## src/rtl/oclib_uart_rx.sv

```systemverilog
// 8N1 UART receiver, oversampled by clock; byte out ~SyncCycles+HalfBit+9*CyclesPerBit+1 cycles after start edge.
// One-deep valid/ready holding register; a byte completing while it is full is dropped with an overflow pulse.
module oclib_uart_rx #(
    parameter int ClockHz    = 100_000_000,
    parameter int Baud       = 115200,
    parameter int SyncCycles = 3
) (
    input  logic       clock,
    input  logic       reset,
    input  logic       rx,
    output logic [7:0] rxData,
    output logic       rxValid,
    input  logic       rxReady,
    output logic       frameError,
    output logic       overflow
);

    localparam int CyclesPerBit = (ClockHz + Baud / 2) / Baud;
    localparam int HalfBit      = CyclesPerBit / 2;
    localparam int CntW         = $clog2(CyclesPerBit + 1);
    localparam logic [CntW-1:0] BitLoad  = CntW'(CyclesPerBit - 1);
    localparam logic [CntW-1:0] HalfLoad = CntW'(HalfBit - 1);

    if (CyclesPerBit < 8) begin : g_bad_rate
        $error("oclib_uart_rx: CyclesPerBit must be at least 8");
    end
    if (SyncCycles < 2) begin : g_bad_sync
        $error("oclib_uart_rx: SyncCycles must be at least 2");
    end

    typedef enum logic [2:0] {StIdle, StStart, StData, StStop, StBreak} state_t;

    logic [SyncCycles-1:0] r_sync;
    logic [SyncCycles-1:0] r_fill;
    logic                  r_armed;
    logic                  w_rxS;

    state_t          r_state, w_state_nxt;
    logic [CntW-1:0] r_cnt, w_cnt_nxt;
    logic [2:0]      r_bitIdx, w_bitIdx_nxt;
    logic [7:0]      r_shift, w_shift_nxt;
    logic            w_load, w_fe, w_ov, w_expire;

    logic [7:0] r_rxData;
    logic       r_rxValid, r_frameError, r_overflow;

    assign w_rxS  = r_sync[SyncCycles-1];
    assign rxData     = r_rxData;
    assign rxValid    = r_rxValid;
    assign frameError = r_frameError;
    assign overflow   = r_overflow;

    // r_fill marks when r_sync holds real samples; a start is only taken after a genuine high level.
    always_ff @(posedge clock) begin
        if (reset) begin
            r_sync  <= '1;
            r_fill  <= '0;
            r_armed <= 1'b0;
        end else begin
            r_sync <= {r_sync[SyncCycles-2:0], rx};
            r_fill <= {r_fill[SyncCycles-2:0], 1'b1};
            if (r_fill[SyncCycles-1] && w_rxS) begin
                r_armed <= 1'b1;
            end
        end
    end

    assign w_expire = (r_cnt == '0);

    always_comb begin
        w_state_nxt  = r_state;
        w_cnt_nxt    = r_cnt;
        w_bitIdx_nxt = r_bitIdx;
        w_shift_nxt  = r_shift;
        w_load       = 1'b0;
        w_fe         = 1'b0;
        w_ov         = 1'b0;
        case (r_state)
            StIdle: begin
                if (r_armed && !w_rxS) begin
                    w_cnt_nxt   = HalfLoad;
                    w_state_nxt = StStart;
                end
            end
            StStart: begin
                if (!w_expire) begin
                    w_cnt_nxt = r_cnt - CntW'(1);
                end else if (w_rxS) begin
                    w_state_nxt = StIdle;
                end else begin
                    w_cnt_nxt    = BitLoad;
                    w_bitIdx_nxt = 3'd0;
                    w_state_nxt  = StData;
                end
            end
            StData: begin
                if (!w_expire) begin
                    w_cnt_nxt = r_cnt - CntW'(1);
                end else begin
                    w_shift_nxt  = {w_rxS, r_shift[7:1]};
                    w_cnt_nxt    = BitLoad;
                    w_bitIdx_nxt = r_bitIdx + 3'd1;
                    if (r_bitIdx == 3'd7) begin
                        w_state_nxt = StStop;
                    end
                end
            end
            StStop: begin
                if (!w_expire) begin
                    w_cnt_nxt = r_cnt - CntW'(1);
                end else if (w_rxS) begin
                    // A byte being drained this cycle frees the register for the new one.
                    if (!r_rxValid || rxReady) begin
                        w_load = 1'b1;
                    end else begin
                        w_ov = 1'b1;
                    end
                    w_state_nxt = StIdle;
                end else begin
                    w_fe        = 1'b1;
                    w_state_nxt = StBreak;
                end
            end
            StBreak: begin
                if (w_rxS) begin
                    w_state_nxt = StIdle;
                end
            end
            default: w_state_nxt = StIdle;
        endcase
    end

    always_ff @(posedge clock) begin
        if (reset) begin
            r_state      <= StIdle;
            r_cnt        <= '0;
            r_bitIdx     <= '0;
            r_shift      <= '0;
            r_rxData     <= '0;
            r_rxValid    <= 1'b0;
            r_frameError <= 1'b0;
            r_overflow   <= 1'b0;
        end else begin
            r_state      <= w_state_nxt;
            r_cnt        <= w_cnt_nxt;
            r_bitIdx     <= w_bitIdx_nxt;
            r_shift      <= w_shift_nxt;
            r_frameError <= w_fe;
            r_overflow   <= w_ov;
            if (w_load) begin
                r_rxData  <= r_shift;
                r_rxValid <= 1'b1;
            end else if (r_rxValid && rxReady) begin
                r_rxValid <= 1'b0;
            end
        end
    end

endmodule

```

## config.mk

```make
export PLATFORM = sky130hd
export DESIGN_NAME = oclib_uart_rx
export DESIGN_NICKNAME = d
export VERILOG_FILES = /design/src/rtl/oclib_uart_rx.sv
export SDC_FILE = /design/constraint.sdc
export NUM_CORES = 1
export LEC_CHECK = 0
export BUFFER_PORTS_ARGS = -buffer_cell sky130_fd_sc_hd__clkbuf_2
export CAP_MARGIN = 20
export CORE_ASPECT_RATIO = 0.6
export CORE_MARGIN = 2
export CORE_UTILIZATION = 55
export CTS_BUF_LIST = sky130_fd_sc_hd__clkbuf_4
export DETAILED_ROUTE_END_ITERATION = 6
export PLACE_DENSITY = 0.84
export SLEW_MARGIN = 20
export SYNTH_ARGS = -nofsm -noshare
export SYNTH_HDL_FRONTEND = slang
export SYNTH_SLANG_ARGS = --single-unit
```

## constraint.sdc

```tcl
create_clock -name clock -period 1.7 [get_ports clock]
set_input_delay 0.34 -clock clock [delete_from_list [all_inputs] [get_ports clock]]
set_output_delay 0.34 -clock clock [all_outputs]
set_load 0.01 [all_outputs]
```

== Word level (Yosys, flattened, before mapping) ==
Cells that the tools add are included.
Storage, ports and cells
  register bits after elaboration: 42
  latch bits: 0
  RAM bits: 0
  ROM bits: 0
  output and inout port bits: 11
  logic and storage cells: 76
  memories kept: 0
Cells by class
  $add $sub $neg: 2
  $mul: 0
  div/mod/pow operators: 0
  order comparisons: 0
  equal/unequal tests: 14
  shift-type cells: 0
  multiplexer cells: 28
  bitwise gates (word level): 3
  reduce and logical (&&, ||, !) cells: 17
Operators with widths (number)
  10-bit two-way mux: 5
  10-bit case mux with 4 select lines: 1
  3-bit two-way mux: 10
  2-bit != test (second input constant): 8
  3-bit case mux with 5 select lines: 1
  10-bit logical NOT: 1
  10-bit by 1-bit subtractor with 10-bit output (second input constant): 1
  1-bit two-way mux: 9
  4-bit AND reduction: 2
  3-bit by 2-bit equality test with 1-bit output (second input constant): 2
  3-bit equality test (second input constant): 2
  3-bit case mux with 2 select lines: 1
  6-bit AND reduction: 1
  2-bit nonzero test: 2
  4-bit nonzero test: 1
  4-bit OR reduction: 1
  3-bit by 1-bit adder with 3-bit output (second input constant): 1
  3-bit by 1-bit equality test with 1-bit output (second input constant): 1
  1-bit logical AND: 3
  3-bit logical NOT: 1
  3-bit != test (second input constant): 1
  1-bit inverter: 3
  3-bit OR reduction: 1
  1-bit logical NOT: 2
  3 further kinds: 3

== Longest topological paths before layout ==
Gate-level depths: netlist of run 1.
  depth after elaboration: 7
  gate-level depth with buffers: 9

== Worst setup path before layout of run 1 ==
OpenSTA, ideal clock, no wires.
  path type: flip-flop to flip-flop
  start: register r_cnt[0]
  end: register r_shift[1]
  arrival time: 1.660 ns
  slack: -0.087 ns
  stages on the path, launching flop included: 10
  cell sequence: dfxtp_1 inv_1 ha_1 nor4b_4 nand3b_4 buf_6 nor3_4 buf_6 mux2i_1 nor2_1
Between the ends
  cells in the longest elaborated chain, start to end: 2
RTL lines
  start, declared: RTL line 39  | logic [CntW-1:0] r_cnt, w_cnt_nxt;
  start signal, assigned: RTL line 145  | r_cnt <= w_cnt_nxt;
  10-bit logical NOT: RTL line 68  | assign w_expire = (r_cnt == '0);
  2-bit AND reduction (no source line)
  end signal, assigned: RTL line 147  | r_shift <= w_shift_nxt;
  end, declared: RTL line 41  | logic [7:0] r_shift, w_shift_nxt;
No other way between the ends.
A chain may end at the register's enable or synchronous reset.

== Final worst setup path of run 1 ==
  start: register r_cnt[0]
  end: register r_shift[3]
Same word-level chain as after synthesis.

==> flow_metrics.env, run 1 <==
export IMPL_hold_viol=0
export IMPL_setup_tns_ns=-3.43
export IMPL_row_count=16
export IMPL_syn_inst=195
export IMPL_yosysMostFrequentCell="dfxtp_1"
export IMPL_synth_top_cell_by_area="dfxtp_1"
export IMPL_synth_nets=203
export IMPL_ioPinCount=15
export IMPL_gr_total_overflow=0
export IMPL_gp_congestion=0.960
export IMPL_critical_path_class="reg2reg"
export IMPL_via_per_inst=5.55
export IMPL_min_path_type="in2reg"
export IMPL_drive_above_1_share=0.363
export IMPL_p_leak_nw=0.921
export IMPL_cts_tree="yes"
export IMPL_final_nets=244
export IMPL_setup_viol=29
export IMPL_layout_worst_path_cycle_share=1.13
export IMPL_cts_buffers=5
export IMPL_multi_input_area_sq_mm=0.00102
export IMPL_wl_per_cell_um=15.8
export IMPL_routed_wl_um=4450
export IMPL_grt_setup_unrepaired="yes"
export IMPL_p_per_area_mw_per_mm2=798
export IMPL_n_antenna_cell=0
export IMPL_root_buffer="clkbuf_4"
export IMPL_portBuffers=14
export IMPL_grt_max_degree=35
export IMPL_ys_ff_latch=42
export IMPL_synth_seq_area_share=0.455
export IMPL_arrival_ns=2.17
export IMPL_finish_utilization=0.735
export IMPL_dp_final_hpwl_um=3070
export IMPL_async_flop_share=0
export IMPL_drv_slew=0
export IMPL_final_cells=282
export IMPL_grt_pass1_vias=1488
export IMPL_tightest_slew_ns=0.600
export IMPL_dieArea_sq_mm=0.00386
export IMPL_yosysUniqueCellTypes=45
export IMPL_yosysWarnings=0
export IMPL_dr_total_vias=1565
export IMPL_grt_pass1_wl_um=7310
export IMPL_violations="setup timing"
export IMPL_ir_drop_uv=596
export IMPL_remaining_drc_errors=0
export IMPL_fillers=236
export IMPL_h_tree_depth=2
export IMPL_period_needed_ns=1.92
export IMPL_die_h_um=48.9
export IMPL_drt_iter0_drc=152
export IMPL_crit_path_start_kind="flop"
export IMPL_core_area_sq_mm=0.00324
export IMPL_synth_edf_count=0
export IMPL_track_usage=0.251
export IMPL_ant_nets=0
export IMPL_antenna_found_initial=0
export IMPL_critPathMaxFanout=11
export IMPL_regToRegSetupSlack_ns=-0.22
export IMPL_syn_area_per_cell_sq_um=9.48
export IMPL_max_freq_mhz=520
export IMPL_cp_end_kind="flop"
export IMPL_path_clk_slew_ns=0.12
export IMPL_area_growth_pct=28.8
export IMPL_yosys_top_cells_area="dfxtp_1 (45%), mux2i_1 (9.7%), nor2_1 (5.9%), nand2_1 (2.8%), a21oi_1 (2.7%)"
export IMPL_seq_area_sq_um=843
export IMPL_synth_ff_type="dfxtp_1"
export IMPL_cap_violations=0
export IMPL_clockBufferDepth=2
export IMPL_initial_core_util=0.570
export IMPL_cts_sinks=42
export IMPL_cp_required_ns=1.95
export IMPL_fin_skew_ns=0.0121
export IMPL_insertion_delay_ns=0.35
export IMPL_synth_top_area_frac=0.455
export IMPL_first_pass_iters=4
export IMPL_dp_cells=269
export IMPL_die_width_um=78.9
export IMPL_slew_headroom=0.597
export IMPL_synth_common_cells="dfxtp_1 (42), nor2_1 (29), mux2i_1 (18)"
export IMPL_finalWorstSetupSlack_ns=-0.224
export IMPL_synth_area_sq_mm=0.00185
export IMPL_status="complete, but fails checks"
## worst max-delay path: stages, from the launching register on
cell      delay (ns)
dfxtp_2         0.35
inv_2           0.07
ha_4            0.14
nor4b_4         0.32
nand3b_4        0.21
nor3_4          0.21
buf_12          0.18
mux2i_1         0.27
nor2_1          0.07
## flip-flops by register name (all words and copies together), names as in the netlist
signal and flops:
overflow 1, r_sync 3, r_state 3, r_cnt 10, r_bitIdx 3, r_fill 3, r_armed 1, rxData 8
rxValid 1, frameError 1, r_shift 8
## logic make-up after synthesis
logic type               after synthesis  share of synthesized area
flip-flops                            42                      0.455
multiplexers                          18                     0.0974
buffers and inverters                 16                     0.0453
AND/OR/NAND/NOR                       74                      0.220
adder cells (fa/ha/maj)                4                     0.0271
AO/OA/AOI/OAI                         41                      0.156
## worst paths after layout
| path | start | endpoint | cells after the start |
|---|---|---|---|
| min | rx | r_sync[0] | 2 |
| min reg2reg | r_sync[0] | r_sync[1] | 1 |
| max reg2reg | r_cnt[0] | r_shift[3] | 8 |
| max | r_cnt[0] | r_shift[3] | 8 |
## layer usage
metal | global-route usage | vias up | part of all wire
li1 | - | 783 | -
met1 | 0.363 | 702 | 0.47
met2 | 0.329 | 68 | 0.40
met3 | 0.0889 | 12 | 0.094
met4 | 0.124 | 0 | 0.029
met5 | 0 | - | 0
## what timing repair did
item                                   4_1_cts  5_1_grt
endpoints found under the hold margin        0        0
buffers inserted                             4        2
gates cloned                                 0        0
hold buffers                                 0        0
gates resized for setup                      9       15
pin swaps                                    8       12
setup endpoints to repair                   28       32
## stage by stage
step | area (sq um) | setup slack (ns) | power, W | hold slack, ns
4_1_cts | 2320 | -0.151 | 0.00190 | 0.152
3_5_place_dp | 2160 | -0.166 | 0.00113 | 0.401
5_1_grt | 2380 | -0.318 | 0.00198 | 0.140
6_report | 2380 | -0.224 | 0.00190 | 0.160
3_3_place_gp | 2160 | -0.0983 | 0.00112 | 0.391
2_1_floorplan | 1870 | 0.00987 | 0.00109 | 0.389
## layout make-up
class | instances | area share
clock buffers | 5 | 0.0158
clock inverters | 3 | 0.0268
inverters | 6 | 0.00945
multi-input cells | 137 | 0.429
flip-flops and latches | 42 | 0.354
well taps | 45 | 0.0236
repair buffers | 44 | 0.141
## power breakdown
group	switching, W	internal, W
Combinational	0.0000735	0.0000549
Sequential	0.00000613	0.000994
Clock	0.000319	0.000453
Total	0.000398	0.00150
## layout by cell type (no fill, tap or decap), drive strengths merged, types with 2 or more instances in the layout
cell type | netlist | layout
a211oi | 4 | 4
a21o | 2 | 2
a21oi | 10 | 10
a22oi | 2 | 2
a31oi | 3 | 3
buf | 5 | 30
bufinv | 0 | 2
clkbuf | 5 | 19
dfxtp | 42 | 42
ha | 4 | 4
inv | 6 | 6
mux2i | 18 | 18
nand2 | 14 | 14
nand2b | 3 | 3
nand3 | 2 | 2
nor2 | 30 | 30
nor2b | 2 | 2
nor3 | 8 | 8
nor4b | 2 | 2
o21ai | 8 | 8
o311ai | 3 | 3
o31ai | 2 | 2
or2 | 5 | 5
or3 | 2 | 2
(Power assumes the default switching activity.)
==> run 2: changes to the inputs <==
--- a/config.mk
+++ b/config.mk
@@ -5,14 +5,15 @@
 export SDC_FILE = /design/constraint.sdc
 export NUM_CORES = 1
 export LEC_CHECK = 0
+export ABC_AREA = 1
 export BUFFER_PORTS_ARGS = -buffer_cell sky130_fd_sc_hd__clkbuf_2
 export CAP_MARGIN = 20
 export CORE_ASPECT_RATIO = 0.6
 export CORE_MARGIN = 2
-export CORE_UTILIZATION = 55
+export CORE_UTILIZATION = 56
 export CTS_BUF_LIST = sky130_fd_sc_hd__clkbuf_4
 export DETAILED_ROUTE_END_ITERATION = 6
-export PLACE_DENSITY = 0.84
+export PLACE_DENSITY = 0.85
 export SLEW_MARGIN = 20
 export SYNTH_ARGS = -nofsm -noshare
 export SYNTH_HDL_FRONTEND = slang
==> flow_metrics.env, run 2 <==
export IMPL_synth_top_family_by_area="simple AND/OR/NAND/NOR gates"
export IMPL_cp_end_kind="flop"
export IMPL_min_path_type="in2reg"
export IMPL_min_to="r_sync[0]"
export IMPL_synth_top_cell_by_area="dfxtp_1"
export IMPL_yosysUniqueCellTypes=31
export IMPL_layout_worst_path_cycle_share=1.06
export IMPL_gr_total_overflow=0
export IMPL_synth_nets=290
export IMPL_slew_headroom=0.764
export IMPL_synth_xor_area_frac=0.00875
export IMPL_drive_above_1_share=0.210
export IMPL_r2r_end="r_shift[7]"
export IMPL_met1_usage=0.368
export IMPL_period_needed_ns=1.80
export IMPL_violations="DRC, setup timing"
export IMPL_reg2reg_depth=11
export IMPL_hold_viol=0
export IMPL_whs_path_depth=2
export IMPL_grt_busiest_layer="met1"
export IMPL_muxShareOfSynthArea=0
export IMPL_path_clk_slew_ns=0.13
export IMPL_synth_compound_area_frac=0.109
export IMPL_ir_drop_uv=1050
export IMPL_critical_path_class="reg2reg"
export IMPL_gp_congestion=0.915
export IMPL_cts_buffers=5
export IMPL_max_freq_mhz=555
export IMPL_drv_slew=0
export IMPL_root_buffer="clkbuf_4"
export IMPL_grt_pass1_vias=1609
export IMPL_synth_edf_count=0
export IMPL_grt_pass1_wl_um=7270
export IMPL_routed_wl_um=5410
export IMPL_grt_max_degree=27
export IMPL_synth_common_cells="nor2_1 (57), nand2_1 (54), dfxtp_1 (42)"
export IMPL_cts_tree="yes"
export IMPL_critPathMaxFanout=6
export IMPL_track_usage=0.234
export IMPL_dp_final_hpwl_um=3090
export IMPL_gr_usage_met3=0.0647
export IMPL_final_common_cell="nor2_1"
export IMPL_yosysWarnings=0
export IMPL_max_flop_register="r_cnt"
export IMPL_dr_total_vias=2082
export IMPL_regToRegSetupSlack_ns=-0.10
export IMPL_p_leak_nw=1.10
export IMPL_cp_required_ns=2.00
export IMPL_synth_seq_area_share=0.420
export IMPL_wl_per_cell_um=15.3
export IMPL_remaining_drc_errors=4
export IMPL_synthAdderAreaFrac=0.0250
export IMPL_ant_nets=0
export IMPL_drt_iter0_drc=389
export IMPL_area_growth_pct=17.6
export IMPL_row_count=16
export IMPL_n_antenna_cell=0
export IMPL_dieArea_sq_mm=0.00409
export IMPL_antenna_found_initial=0
export IMPL_r2r_start="r_cnt[0]"
export IMPL_cts_sinks=42
export IMPL_cap_violations=0
export IMPL_async_flop_share=0
export IMPL_largest_register_ffs=10
export IMPL_syn_area_per_cell_sq_um=7.10
export IMPL_first_pass_iters=7
export IMPL_arrival_ns=2.10
export IMPL_die_h_um=50.3
export IMPL_insertion_delay_ns=0.37
export IMPL_synth_ff_type="dfxtp_1"
export IMPL_syn_inst=282
export IMPL_via_per_inst=5.86
export IMPL_p_per_area_mw_per_mm2=1960
export IMPL_yosysMostFrequentCell="nor2_1"
export IMPL_finalWorstSetupSlack_ns=-0.101
export IMPL_total_power_w=0.00461
export IMPL_hold_ws_ns=0.143
export IMPL_grtUsageMet2=0.300
export IMPL_initial_core_util=0.599
export IMPL_mostFrequentLayoutCells="nor2_1 (55), nand2_1 (49), dfxtp_1 (39)"
export IMPL_tightest_slew_ns=0.351
export IMPL_worstHoldStart="rx"
export IMPL_ys_ff_latch=42
export IMPL_setup_viol=11
export IMPL_synth_area_sq_mm=0.00200
export IMPL_h_tree_depth=2
export IMPL_portBuffers=14
export IMPL_fin_skew_ns=0.0109
export IMPL_core_area_sq_mm=0.00334
export IMPL_yosys_top_cells_area="dfxtp_1 (42%), nor2_1 (11%), nand2_1 (10%), inv_1 (6.9%), a21oi_1 (4.8%)"
export IMPL_clockBufferDepth=2
export IMPL_synth_simple_gate_area_frac=0.333
export IMPL_crit_path_start_kind="flop"
export IMPL_final_nets=317
export IMPL_status="complete, but fails checks"
export IMPL_die_width_um=81.2
export IMPL_ioPinCount=15
export IMPL_synth_top_area_frac=0.420
-- run 2: cell count changes after synthesis, moves of 10 or more --
cell     delta
mux2i_1    -18
inv_1      +32
nand2_1    +40
nand3_1    +13
nor2_1     +28
o21ai_0    +10
-- run 2: what timing repair did --
item,in CTS,in global routing
gates resized for setup,0,32
buffers inserted,0,6
setup endpoints to repair,0,23
hold buffers,0,0
-- run 2: stage by stage --
| step | cell area [sq um] | worst slack [ns] | TNS (ns) | instances | utilization |
|---|---|---|---|---|---|
| 6_report | 2350 | -0.101 | -0.417 | 355 | 0.704 |
| 5_1_grt | 2350 | -0.152 | -1.46 | 355 | 0.704 |
| 4_1_cts | 2140 | 0.0461 | 0 | 345 | 0.641 |
| 3_5_place_dp | 2090 | 0.0889 | 0 | 337 | 0.625 |
| 3_3_place_gp | 2090 | 0.133 | 0 | 337 | 0.625 |
| 2_1_floorplan | 2000 | 0.205 | 0 | 282 | - |
-- run 2: cell type report --
class	instances	area, sq um
flip-flops and latches	42	845
clock inverters	3	16.3
well taps	45	56.3
repair inverters	1	11.3
clock buffers	5	37.5
multi-input cells	197	1070
inverters	39	161
repair buffers	23	154
fillers	254	990
-- run 2: cells by family after synthesis --
logic type / Yosys count
and+or+nand+nor: 146
DFF: 42
adders and majority gates: 4
buffers and inverters: 46
AOI/OAI and AO/OA: 42
xor gates and xnor gates: 2
-- run 2: worst max path at each step --
stage,startpoint,endpoint,cells after the start
6_report,r_cnt[0],r_shift[7],11
5_1_grt,r_cnt[0],r_shift[7],11
4_1_cts,r_cnt[0],r_shift[2],10
3_5_place_dp,r_cnt[0],rxData[1],9
3_3_place_gp,r_cnt[0],rxData[6],9
2_1_floorplan,r_cnt[0],rxData[4],10
-- run 2: routing by layer --
metal  wire, um  vias to the layer above  share of wire
met1       2490                      937           0.46
met3        564                       29           0.10
met2       2160                      158           0.40
met4        196                        0          0.036
li1           -                      958              -
met5          0                        -              0
-- run 2: where the power goes --
| part | internal (W) | leakage, nW | switching (W) | total (W) |
|---|---|---|---|---|
| Clock | 0.000154 | 0.0286 | 0.000352 | 0.000506 |
| Combinational | 0.000968 | 0.730 | 0.00178 | 0.00274 |
| Sequential | 0.00117 | 0.343 | 0.000197 | 0.00136 |
-- run 2: worst max-delay path, stage by stage, from the launching register on --
cell,delay [ns]
dfxtp_2,0.36
inv_2,0.10
ha_4,0.15
inv_2,0.04
nor2_4,0.15
nand3_4,0.11
nor2_8,0.22
buf_12,0.16
nand2_8,0.09
inv_8,0.10
o21ai_1,0.07
a21oi_1,0.17
==> run 3: changes to the inputs <==
--- a/config.mk
+++ b/config.mk
@@ -14,6 +14,7 @@
 export CTS_BUF_LIST = sky130_fd_sc_hd__clkbuf_4
 export DETAILED_ROUTE_END_ITERATION = 6
 export PLACE_DENSITY = 0.85
+export REMOVE_ABC_BUFFERS = 1
 export SLEW_MARGIN = 20
 export SYNTH_ARGS = -nofsm -noshare
 export SYNTH_HDL_FRONTEND = slang
==> flow_metrics.env, run 3 (synthesized netlist as in run 2, its figures left out) <==
export IMPL_period_needed_ns=1.68
export IMPL_path_clk_slew_ns=0.15
export IMPL_track_usage=0.237
export IMPL_clockBufferDepth=2
export IMPL_slew_headroom=0.723
export IMPL_drt_iter0_drc=190
export IMPL_cp_end_kind="flop"
export IMPL_tightest_slew_ns=0.411
export IMPL_seq_area_sq_um=845
export IMPL_max_flop_register="r_cnt"
export IMPL_critPathMaxFanout=8
export IMPL_drive_above_1_share=0.192
export IMPL_cp_required_ns=2.04
export IMPL_hold_buffers=0
export IMPL_largest_register_ffs=10
export IMPL_critical_path_class="reg2reg"
export IMPL_dieArea_sq_mm=0.00409
export IMPL_setup_viol=0
export IMPL_max_freq_mhz=595
export IMPL_ioPinCount=15
export IMPL_routed_wl_um=4650
export IMPL_h_tree_depth=2
export IMPL_remaining_drc_errors=0
export IMPL_layout_worst_path_cycle_share=0.989
export IMPL_n_antenna_cell=0
export IMPL_cts_tree="yes"
export IMPL_drv_slew=0
export IMPL_crit_path_start_kind="flop"
export IMPL_die_width_um=81.2
export IMPL_cap_violations=0
export IMPL_p_per_area_mw_per_mm2=1920
export IMPL_final_nets=315
export IMPL_root_buffer="clkbuf_4"
export IMPL_fillers=269
export IMPL_first_pass_iters=5
export IMPL_cts_sinks=42
export IMPL_mostFrequentLayoutCells="nand2_1 (54), nor2_1 (54), dfxtp_1 (39)"
export IMPL_insertion_delay_ns=0.39
export IMPL_area_growth_pct=14.2
export IMPL_antenna_found_initial=0
export IMPL_die_h_um=50.3
export IMPL_status="finished, final reports clean"
export IMPL_grt_pass1_wl_um=7190
export IMPL_dr_total_vias=1855
export IMPL_grt_pass1_vias=1555
export IMPL_gp_congestion=1.04
export IMPL_grt_max_degree=26
export IMPL_row_count=16
export IMPL_finish_utilization=0.684
export IMPL_reg2reg_depth=11
export IMPL_ir_drop_uv=1230
export IMPL_gr_total_overflow=0
export IMPL_multi_input_area_sq_mm=0.00101
export IMPL_initial_core_util=0.599
export IMPL_hold_ws_ns=0.151
export IMPL_ant_nets=0
export IMPL_via_per_inst=5.25
export IMPL_finalWorstSetupSlack_ns=0.0184
export IMPL_fin_skew_ns=0.0267
export IMPL_whs_path_depth=2
export IMPL_portBuffers=14
export IMPL_place_ws_ns=0.0270
export IMPL_p_leak_nw=1.08
export IMPL_cts_buffers=5
export IMPL_core_area_sq_mm=0.00334
export IMPL_wl_per_cell_um=13.2
export IMPL_grt_setup_unrepaired="yes"
export IMPL_min_path_type="in2reg"
export IMPL_dp_final_hpwl_um=3100
export IMPL_hold_viol=0
export IMPL_arrival_ns=2.02
run 3: cell count changes in the layout (fill, tap and decap cells not counted), sizes merged:
cell and change:
nand4 -1, clkinv -3, nand2 -1, buf +1, inv +1, clkinvlp +1
run 3: power by group:
part	total [W]	switching (W)	internal (W)	leakage, nW
clock network	0.000540	0.000374	0.000166	0.0278
registers	0.00135	0.000181	0.00117	0.343
logic	0.00249	0.00158	0.000916	0.705
total	0.00438	0.00213	0.00225	1.08
run 3: path summary, 6_finish.rpt:
path | slack [ns] | to | start
min | 0.15 | r_sync[0] | rx
max reg2reg | 0.02 | rxData[2] | r_cnt[1]
min reg2reg | 0.41 | r_fill[1] | r_fill[0]
max | 0.02 | rxData[2] | r_cnt[1]
run 3: cell type report:
class | count | share of cell area
sequential | 42 | 0.369
inverter | 39 | 0.0684
clock inverter | 3 | 0.0104
tap | 45 | 0.0246
multi-input combinational | 195 | 0.442
timing repair buffer | 24 | 0.0690
clock buffer | 5 | 0.0164
run 3: critical path: stages (launching register included):
cell and delay, ns:
dfxtp_2 0.34, inv_2 0.08, ha_4 0.15, inv_4 0.04, nor2_4 0.18, nand3_4 0.12
nor2_8 0.23, buf_12 0.14, nand4_4 0.14, nand2_2 0.11, nand2_1 0.05, nor2_1 0.09
run 3: layer usage:
metal	vias to the layer above	wire, um	track usage
li1	938	-	-
met1	829	2220	0.350
met2	83	1970	0.325
met3	5	419	0.0665
met4	0	39	0.0847
met5	-	0	0
run 3: through the flow:
stage | power [W] | TNS [ns] | std cells | area, sq um
2_1_floorplan | 0.00291 | 0 | 275 | 1940
3_3_place_gp | 0.00330 | 0 | 338 | 2100
3_5_place_dp | 0.00336 | 0 | 338 | 2100
4_1_cts | 0.00389 | 0 | 346 | 2160
5_1_grt | 0.00470 | -0.679 | 353 | 2290
6_report | 0.00438 | 0 | 353 | 2290
run 3: repair_timing:
action | CTS | global route
resized for setup | 0 | 18
buffers inserted | 0 | 6
setup endpoints to repair | 0 | 25
